**src/rtl/instr_decode_stage.sv**
```systemverilog
// RV32I decode stage: all six formats, valid/ready handshakes,
// DEPTH-entry output FIFO that absorbs execute-side backpressure.
module instr_decode_stage #(
  parameter int XLEN = 32,
  parameter int DEPTH = 2,
  parameter logic [XLEN-1:0] RESET_PC_TAG = '0
) (
  input  logic            clk,
  input  logic            rst_n,
  input  logic            flush,
  input  logic            in_valid,
  output logic            in_ready,
  input  logic [31:0]     in_instr,
  input  logic [XLEN-1:0] in_pc,
  output logic            out_valid,
  input  logic            out_ready,
  output logic [XLEN-1:0] out_pc,
  output logic [4:0]      out_rd,
  output logic [4:0]      out_rs1,
  output logic [4:0]      out_rs2,
  output logic [XLEN-1:0] out_imm,
  output logic [3:0]      out_alu_op,
  output logic [2:0]      out_fmt,
  output logic            out_is_jump,
  output logic            out_is_branch,
  output logic [XLEN-1:0] out_target,
  output logic            out_illegal
);

  typedef struct packed {
    logic [XLEN-1:0] pc;
    logic [4:0]      rd;
    logic [4:0]      rs1;
    logic [4:0]      rs2;
    logic [XLEN-1:0] imm;
    logic [3:0]      alu_op;
    logic [2:0]      fmt;
    logic            is_jump;
    logic            is_branch;
    logic [XLEN-1:0] target;
    logic            illegal;
  } dec_t;

  localparam logic [3:0] A_ADD = 4'd0, A_SUB = 4'd1;
  localparam logic [3:0] A_SLL = 4'd2, A_SLT = 4'd3;
  localparam logic [3:0] A_SLTU = 4'd4, A_XOR = 4'd5;
  localparam logic [3:0] A_SRL = 4'd6, A_SRA = 4'd7;
  localparam logic [3:0] A_OR = 4'd8, A_AND = 4'd9;
  localparam logic [3:0] A_PASSB = 4'd10;

  localparam logic [2:0] F_R = 3'd0, F_I = 3'd1, F_S = 3'd2;
  localparam logic [2:0] F_B = 3'd3, F_U = 3'd4, F_J = 3'd5;

  localparam logic [6:0] OP_LUI = 7'b0110111;
  localparam logic [6:0] OP_AUIPC = 7'b0010111;
  localparam logic [6:0] OP_JAL = 7'b1101111;
  localparam logic [6:0] OP_JALR = 7'b1100111;
  localparam logic [6:0] OP_BR = 7'b1100011;
  localparam logic [6:0] OP_LOAD = 7'b0000011;
  localparam logic [6:0] OP_STORE = 7'b0100011;
  localparam logic [6:0] OP_IMM = 7'b0010011;
  localparam logic [6:0] OP_OP = 7'b0110011;

  function automatic logic [3:0] f3_alu(
    input logic [2:0] f3,
    input logic       alt
  );
    unique case (f3)
      3'd0:    return alt ? A_SUB : A_ADD;
      3'd1:    return A_SLL;
      3'd2:    return A_SLT;
      3'd3:    return A_SLTU;
      3'd4:    return A_XOR;
      3'd5:    return alt ? A_SRA : A_SRL;
      3'd6:    return A_OR;
      default: return A_AND;
    endcase
  endfunction

  function automatic logic nxt(input logic p);
    return (DEPTH == 1) ? 1'b0 : ~p;
  endfunction

  logic [6:0]  w_op;
  logic [2:0]  w_f3;
  logic [6:0]  w_f7;
  logic [31:0] w_imm_i, w_imm_s, w_imm_b;
  logic [31:0] w_imm_u, w_imm_j;

  assign w_op = in_instr[6:0];
  assign w_f3 = in_instr[14:12];
  assign w_f7 = in_instr[31:25];
  assign w_imm_i = {{20{in_instr[31]}}, in_instr[31:20]};
  assign w_imm_s = {{20{in_instr[31]}}, in_instr[31:25],
                    in_instr[11:7]};
  assign w_imm_b = {{20{in_instr[31]}}, in_instr[7],
                    in_instr[30:25], in_instr[11:8], 1'b0};
  assign w_imm_u = {in_instr[31:12], 12'd0};
  assign w_imm_j = {{12{in_instr[31]}}, in_instr[19:12],
                    in_instr[20], in_instr[30:21], 1'b0};

  logic [31:0]     w_imm32;
  logic [XLEN-1:0] w_imm;
  logic [3:0]      w_alu;
  logic [2:0]      w_fmt;
  logic            w_ill, w_jmp, w_br, w_jal;
  dec_t            w_dec;

  always_comb begin
    w_imm32 = w_imm_i;
    w_alu   = A_ADD;
    w_fmt   = F_I;
    w_ill   = 1'b0;
    w_jmp   = 1'b0;
    w_br    = 1'b0;
    w_jal   = 1'b0;
    unique case (w_op)
      OP_LUI: begin
        w_fmt = F_U; w_imm32 = w_imm_u; w_alu = A_PASSB;
      end
      OP_AUIPC: begin
        w_fmt = F_U; w_imm32 = w_imm_u;
      end
      OP_JAL: begin
        w_fmt = F_J; w_imm32 = w_imm_j;
        w_jmp = 1'b1; w_jal = 1'b1;
      end
      OP_JALR: begin
        w_jmp = 1'b1; w_ill = (w_f3 != 3'd0);
      end
      OP_BR: begin
        w_fmt = F_B; w_imm32 = w_imm_b;
        w_br = 1'b1; w_alu = A_SUB;
        w_ill = (w_f3 == 3'd2) || (w_f3 == 3'd3);
      end
      OP_LOAD: begin
        w_ill = (w_f3 == 3'd3) || (w_f3 >= 3'd6);
      end
      OP_STORE: begin
        w_fmt = F_S; w_imm32 = w_imm_s;
        w_ill = (w_f3 > 3'd2);
      end
      OP_IMM: begin
        // SUB has no immediate form; only shifts look at funct7
        w_alu = f3_alu(w_f3, (w_f3 == 3'd5) && w_f7[5]);
        if (w_f3 == 3'd1)
          w_ill = (w_f7 != 7'h00);
        else if (w_f3 == 3'd5)
          w_ill = (w_f7 != 7'h00) && (w_f7 != 7'h20);
      end
      OP_OP: begin
        w_fmt = F_R; w_imm32 = '0;
        w_alu = f3_alu(w_f3, w_f7 == 7'h20);
        if (w_f7 == 7'h20)
          w_ill = (w_f3 != 3'd0) && (w_f3 != 3'd5);
        else
          w_ill = (w_f7 != 7'h00);
      end
      default: w_ill = 1'b1;
    endcase
  end

  assign w_imm = XLEN'($signed(w_imm32));

  always_comb begin
    w_dec = '0;
    w_dec.pc = in_pc;
    if (w_ill) begin
      w_dec.fmt = F_I;
      w_dec.illegal = 1'b1;
    end else begin
      w_dec.fmt = w_fmt;
      w_dec.alu_op = w_alu;
      w_dec.imm = w_imm;
      w_dec.is_jump = w_jmp;
      w_dec.is_branch = w_br;
      if (w_fmt != F_S && w_fmt != F_B)
        w_dec.rd = in_instr[11:7];
      if (w_fmt != F_U && w_fmt != F_J)
        w_dec.rs1 = in_instr[19:15];
      if (w_fmt == F_R || w_fmt == F_S || w_fmt == F_B)
        w_dec.rs2 = in_instr[24:20];
      if (w_jal || w_br)
        w_dec.target = in_pc + w_imm;
    end
  end

  dec_t       r_mem [DEPTH];
  logic       r_head, r_tail;
  logic [1:0] r_count;
  logic       w_push, w_pop;
  dec_t       w_head;

  assign in_ready  = (r_count < 2'(DEPTH));
  assign out_valid = (r_count != 2'd0);
  assign w_push = in_valid && in_ready && !flush;
  assign w_pop  = out_valid && out_ready && !flush;

  always_ff @(posedge clk or negedge rst_n) begin
    if (!rst_n) begin
      r_count <= '0;
      r_head  <= 1'b0;
      r_tail  <= 1'b0;
    end else if (flush) begin
      r_count <= '0;
      r_head  <= 1'b0;
      r_tail  <= 1'b0;
    end else begin
      if (w_push) r_tail <= nxt(r_tail);
      if (w_pop)  r_head <= nxt(r_head);
      unique case ({w_push, w_pop})
        2'b10:   r_count <= r_count + 2'd1;
        2'b01:   r_count <= r_count - 2'd1;
        default: r_count <= r_count;
      endcase
    end
  end

  always_ff @(posedge clk or negedge rst_n) begin
    if (!rst_n) begin
      for (int i = 0; i < DEPTH; i++)
        r_mem[i] <= '0;
    end else if (w_push) begin
      r_mem[r_tail] <= w_dec;
    end
  end

  // empty buffer presents a zeroed entry tagged with RESET_PC_TAG
  always_comb begin
    w_head = '0;
    w_head.pc = RESET_PC_TAG;
    if (out_valid) w_head = r_mem[r_head];
  end

  assign out_pc        = w_head.pc;
  assign out_rd        = w_head.rd;
  assign out_rs1       = w_head.rs1;
  assign out_rs2       = w_head.rs2;
  assign out_imm       = w_head.imm;
  assign out_alu_op    = w_head.alu_op;
  assign out_fmt       = w_head.fmt;
  assign out_is_jump   = w_head.is_jump;
  assign out_is_branch = w_head.is_branch;
  assign out_target    = w_head.target;
  assign out_illegal   = w_head.illegal;

endmodule

```
**config.mk**
```make
export PLATFORM = sky130hd
export DESIGN_NAME = instr_decode_stage
export DESIGN_NICKNAME = d
export VERILOG_FILES = /design/src/rtl/instr_decode_stage.sv
export SDC_FILE = /design/constraint.sdc
export NUM_CORES = 1
export LEC_CHECK = 0
export CAP_MARGIN = 20
export CORE_MARGIN = 8
export CORE_UTILIZATION = 35
export DETAILED_ROUTE_END_ITERATION = 6
export PLACE_DENSITY_LB_ADDON = 0.08
export SYNTH_ARGS = -nofsm -noshare
export SYNTH_HDL_FRONTEND = slang
export SYNTH_SLANG_ARGS = --single-unit
```
**constraint.sdc**
```tcl
create_clock -name clk -period 2.3 [get_ports clk]
set_clock_uncertainty 0.1 [all_clocks]
set_input_delay 0.46 -clock clk [delete_from_list [all_inputs] [get_ports clk]]
set_output_delay 0.46 -clock clk [all_outputs]
set_load 0.02 [all_outputs]
```
# Word level (Yosys, flattened, before mapping)
# Cells that the tools add are included.
[word_totals]
in_bits = 69
word_cells = 128
regBits = 246
[classes]
n_bitwise = 4
eq_ne = 26
n_reduce_logical = 27
order_cmp = 6
muxes = 37
n_addsub = 3
[ops]
columns = ["op", "count"]
rows = [
  ["two-way mux 121 bit", 5],
  ["bitwise mux 242 bit", 1],
  ["one-hot mux 32 bit (5 select lines)", 1],
  ["demux 121 bit (select 1 bit)", 1],
  ["one-hot mux 4 bit (7 select lines)", 2],
  ["two-way mux 51 bit", 1],
  ["two-way mux 34 bit", 1],
  ["adder 32 bit", 1],
  ["two-way mux 32 bit", 1],
  ["equality test 7 x 6 -> 1 bit, second input constant", 4],
  ["equality test 7 bit, second input constant", 3],
  ["one-hot mux 4 bit (4 select lines)", 1],
  ["two-way mux 1 bit", 15],
  ["two-way mux 5 bit", 3],
  ["one-hot mux 3 bit (5 select lines)", 1],
  ["equality test 7 x 5 -> 1 bit, second input constant", 2],
  ["equality test 3 x 2 -> 1 bit, second input constant", 4],
  ["logical AND 1 bit", 10],
  ["equality test 3 bit, second input constant", 3],
  ["inequality test 3 bit, second input constant", 3],
  ["equality test 7 x 2 -> 1 bit, second input constant", 1],
  ["inequality test 7 x 6 -> 1 bit, second input constant", 1],
  ["one-hot mux 1 bit (7 select lines)", 1],
  ["nonzero test 7 bit", 1],
  ["other kinds (23)", 36],
]

# Longest topological paths before layout
[logic_depth]
ltp_word = 9
ltp_mapped = 17
depth_no_buf = 13

# Worst setup path before layout
# No wires, ideal clock.
[synth_path]
path_type = "in2reg"
from = "in in_instr[6]"
to = "reg r_mem[32] (netlist bit)"
setup_time_ps = 131
path_buffers = 4
arrival_ps = 3961
cell_stages = 17
path_slack_ps = -1892
t_required_ps = 2069
path_cell_list = "clkbuf_1 and2_1 or4_1 clkbuf_1 nand2b_1 and2_1 clkbuf_1 a21o_1 ha_1 clkbuf_1 and2_1 a311o_1 a221oi_1 nand2_1 mux2_2 a211oi_1 o21ai_0"
[synth_via]
elab_chain_cells = 7
elab_cells_between_ends = 20
[synth_rtl]
columns = ["element", "line", "source"]
rows = [
  ["from (decl)", "13", "input logic [31:0] in_instr,"],
  ["equality test 7 x 5 -> 1 bit / equality test 7 x 6 -> 1 bit (equally long branches)", "117", "unique case (w_op)"],
  ["OR reduction 2 bit (no line)", "--", ""],
  ["one-hot mux 32 bit (5 select lines)", "117", ""],
  ["adder 32 bit", "184", "w_dec.target = in_pc + w_imm;"],
  ["two-way mux 32 bit", "183", "if (w_jal || w_br)"],
  ["two-way mux 34 bit (*)", "168", "if (w_ill) begin"],
  ["bitwise mux 242 bit (*)", "224", "r_mem[r_tail] <= w_dec;"],
  ["to (signal, indexed assignment)", "224", ""],
  ["to (decl)", "188", "dec_t r_mem [DEPTH];"],
]
# Every way passes the cells marked *; elsewhere a longest branch is shown, timed or not.
# A chain may end at the register's enable or synchronous reset.

# Worst setup path after layout
[layout_path]
from = "in in_instr[3]"
to = "reg r_mem[150] (netlist bit)"
# Same word-level chain as after synthesis.

==> impl_metrics.ini <==
[routing]
route.detailed.vias_per_inst = 5.09
vias = 13400
drt-pass1-iter-count = 5
detail_route.drc_violations = 0
wl_per_cell_um = 21.1
ant_nets_after_route = 0
drt_iter0_markers = 703
drt_wl_total_um = 55500

[global_route]
grt_overflow_total = 0
gr-usage-all-layers_pct = 22.5
grt_max_degree = 93
first_global_vias = 13100
initial_antenna_violation_count = 0
grt_first_pass_wirelength_um = 79100

[power]
power.density_cell_area_mw_per_mm2 = 585
cellLeakagePower_uw = 0.0103
vdd.ir_drop.worst_v = 0.000528
finalPower_uw = 13300

[die]
height_of_the_chip_um = 213
core_mm2 = 0.0386
initial_core_util_pct = 35.3
dieArea_mm2 = 0.0455
cell_rows = 72
die_w_um = 213
i_o_pin_cnt = 192

[placed_design]
port_buffers = 191
place_hpwl_um = 37400
routability_driven_placement_congestion_ratio = 0.875

[worst_hold_path]
min-delay-path-class = input port to flip-flop
hold-path-endpoint = r_mem[195]$_DFFE_PN0P_
timing.hold.worst.start = in_instr[20]
hold_critical_path_depth = 3

[synthesis]
synthDistinctLibCells = 63
synth_sequential_area_ratio_pct = 45.2
syn-cell-area_mm2 = 0.0136
post_synth_inst_count = 1602
synth-seq-cells = 246
synth_area_per_cell_um2 = 8.50
synth_edf_count = 0
async_reset_ff_share_pct = 100
postSynthNetCount = 1707
yosysWarnings = 0
ys.flop_type = sky130_fd_sc_hd__dfrtp_1

[final_layout]
area_delta_synth_final_pct = 66.4
antenna_cells = 0
final_core_utilization_pct = 58.8
drive_gt1_share_pct = 42.6
filler_cell_count = 3462
final_nets = 2200

[timing]
maxSlewHeadroom_pct = 60.5
fin_crit_ns = 3.29
hold_violations = 0
worst_slew_pin_slew_ns = 0.586
rsz0062_at_grt = yes
timing_max_transition_violations_final = 0
timing.fmax_mhz = 304
timing.final.setup_violations = 222
layout_worst_path_cycle_share_pct = 143
post-route-worst-setup-slack_ns = -0.987

[run_status]
result_of_the_run = finished, violations left
violations_in_the_final_reports = negative setup slack

[clock_network]
tritoncts = done
cts_root_cell = sky130_fd_sc_hd__clkbuf_16
clock_edge_transition_at_the_registers_on_the_reported_setup_and_hold_paths_ns = 0.06
cts_inserted_buffers = 28
clock-sinks = 246
ctsHtreeMaxLevel = 1
insertion_delay_ns = 0.54
max-clock-path-buffers = 3

[worst_setup_path]
critical_path_required_ns = 2.65
timing.rr.end = r_mem[24]$_DFFE_PN0P_
critical_path.max_fanout = 5
timing.rr.start = r_count[1]$_DFFE_PN0P_
cp.arrival_ns = 3.63
regToRegSetupSlack_ns = 0.24
endpoint_kind = flip-flop
worstSetupStartpointType = input port
reg2reg_depth = 8
path_class = input port to flip-flop

[flow_run]
cap_viol_max_count = 0
==> critical path: stages <==
cell                       delay [ns]
sky130_fd_sc_hd__buf_8           0.10
sky130_fd_sc_hd__buf_6           0.10
sky130_fd_sc_hd__or4_4           0.59
sky130_fd_sc_hd__nand2b_4        0.20
sky130_fd_sc_hd__and2_4          0.20
sky130_fd_sc_hd__a21o_4          0.20
sky130_fd_sc_hd__ha_4            0.21
sky130_fd_sc_hd__a21o_1          0.20
sky130_fd_sc_hd__a21o_1          0.20
sky130_fd_sc_hd__o21bai_4        0.18
sky130_fd_sc_hd__a221o_1         0.35
sky130_fd_sc_hd__o211ai_1        0.26
sky130_fd_sc_hd__a21boi_1        0.12
sky130_fd_sc_hd__o31ai_1         0.24
==> flip-flops by register name (all words and copies together), names as in the netlist <==
| name | cells |
|---|---|
| r_mem | 242 |
| r_count | 2 |
| r_head | 1 |
| r_tail | 1 |
==> layout by cell type, fill, tap and decap left out, drive strengths merged, types with 6 or more instances in the layout <==
cell             n
buf            492
nand2          461
dfrtp          246
nor2           160
o21ai          160
mux2i          123
clkbuf          58
clkdlybuf4s50   52
a21o            37
a21oi           35
ha              35
o31ai           27
and2            21
nand3           17
xor2            17
and3            12
nor3            12
o211ai          11
or3              9
inv              8
or2              8
a22o             7
nor2b            6
a211oi           6
xnor2            6
==> cell families (layout without fill, tap and decap cells) <==
| group | after synthesis | after routing | synth area share (%) |
|---|---|---|---|
| compound gates | 330 | 331 | 15.5 |
| flops | 246 | 246 | 45.2 |
| xor+xnor | 23 | 23 | 1.48 |
| simple gates | 730 | 733 | 22.1 |
| fa+ha+maj | 36 | 36 | 3.36 |
| mux | 124 | 124 | 9.13 |
| buf+inv | 113 | 622 | 3.26 |
==> synthesized netlist by cell type (17+ instances only) <==
library cell | number | share of area [%]
sky130_fd_sc_hd__mux2i_1 | 123 | 9.0
sky130_fd_sc_hd__nor2_1 | 160 | 4.4
sky130_fd_sc_hd__and2_1 | 20 | 0.92
sky130_fd_sc_hd__a21oi_1 | 35 | 1.3
sky130_fd_sc_hd__nand2_1 | 461 | 13
sky130_fd_sc_hd__o21ai_0 | 154 | 5.7
sky130_fd_sc_hd__ha_1 | 35 | 3.2
sky130_fd_sc_hd__xor2_1 | 17 | 1.1
sky130_fd_sc_hd__o31ai_1 | 27 | 1.5
sky130_fd_sc_hd__a21o_1 | 37 | 2.0
sky130_fd_sc_hd__nand3_1 | 17 | 0.62
sky130_fd_sc_hd__dfrtp_1 | 246 | 45
sky130_fd_sc_hd__clkbuf_1 | 87 | 2.4
==> power by group <==
group | total, uW | internal [uW] | switching [uW]
logic | 3780 | 1780 | 2000
registers | 4930 | 4700 | 231
clock network | 4550 | 2770 | 1780
total | 13300 | 9260 | 4010
==> cell type report <==
| class | count | area [um^2] | share of cell area, % |
|---|---|---|---|
| multi-input cells | 1247 | 9280 | 41.0 |
| flip-flops and latches | 246 | 6160 | 27.2 |
| repair buffers | 564 | 5600 | 24.7 |
| clock buffers | 45 | 866 | 3.82 |
| well taps | 518 | 648 | 2.86 |
| clock inverters | 5 | 75.1 | 0.331 |
| inverters | 8 | 30.0 | 0.133 |
==> worst max-delay path by stage <==
stage,start,end,slack (ns)
floorplan,in_instr[6],r_mem[153]$_DFFE_PN0P_,-1.49
global placement,in_instr[4],r_mem[29]$_DFFE_PN0P_,-2.12
detailed placement,in_instr[4],r_mem[29]$_DFFE_PN0P_,-2.08
CTS,in_instr[6],r_mem[20]$_DFFE_PN0P_,-0.98
global route,in_instr[6],r_mem[150]$_DFFE_PN0P_,-1.04
finish,in_instr[3],r_mem[150]$_DFFE_PN0P_,-0.99
==> stage by stage <==
step                setup slack (ns)  cells  cell area, um^2  hold slack (ns)  setup TNS, ns
floorplan                      -1.49   1602            14200           0.0644         -89.21
global placement               -2.12   2478            18500            0.265        -218.08
detailed placement             -2.08   2478            18500            0.269        -217.46
CTS                           -0.980   2569            20700            0.301         -84.63
global route                   -1.04   2633            22700            0.208         -87.49
finish                        -0.987   2633            22700            0.211         -73.13
==> metal layers <==
layer	GRT usage (%)	vias to the layer above	part of all wire, %
li1	-	6452	-
met5	0	-	0
met3	3.39	70	4.8
met1	31.2	6593	45
met4	5.41	0	2.3
met2	36.7	296	48
==> repair_timing <==
action / CTS / global route
cloned: 13 / 13
hold buffers: 1 / 0
resized for setup: 683 / 472
setup buffers: 37 / 68
setup endpoints to repair: 298 / 281
endpoints found under the hold margin: 31 / 0
pin swaps: 88 / 124
(Power assumes the default switching activity.)
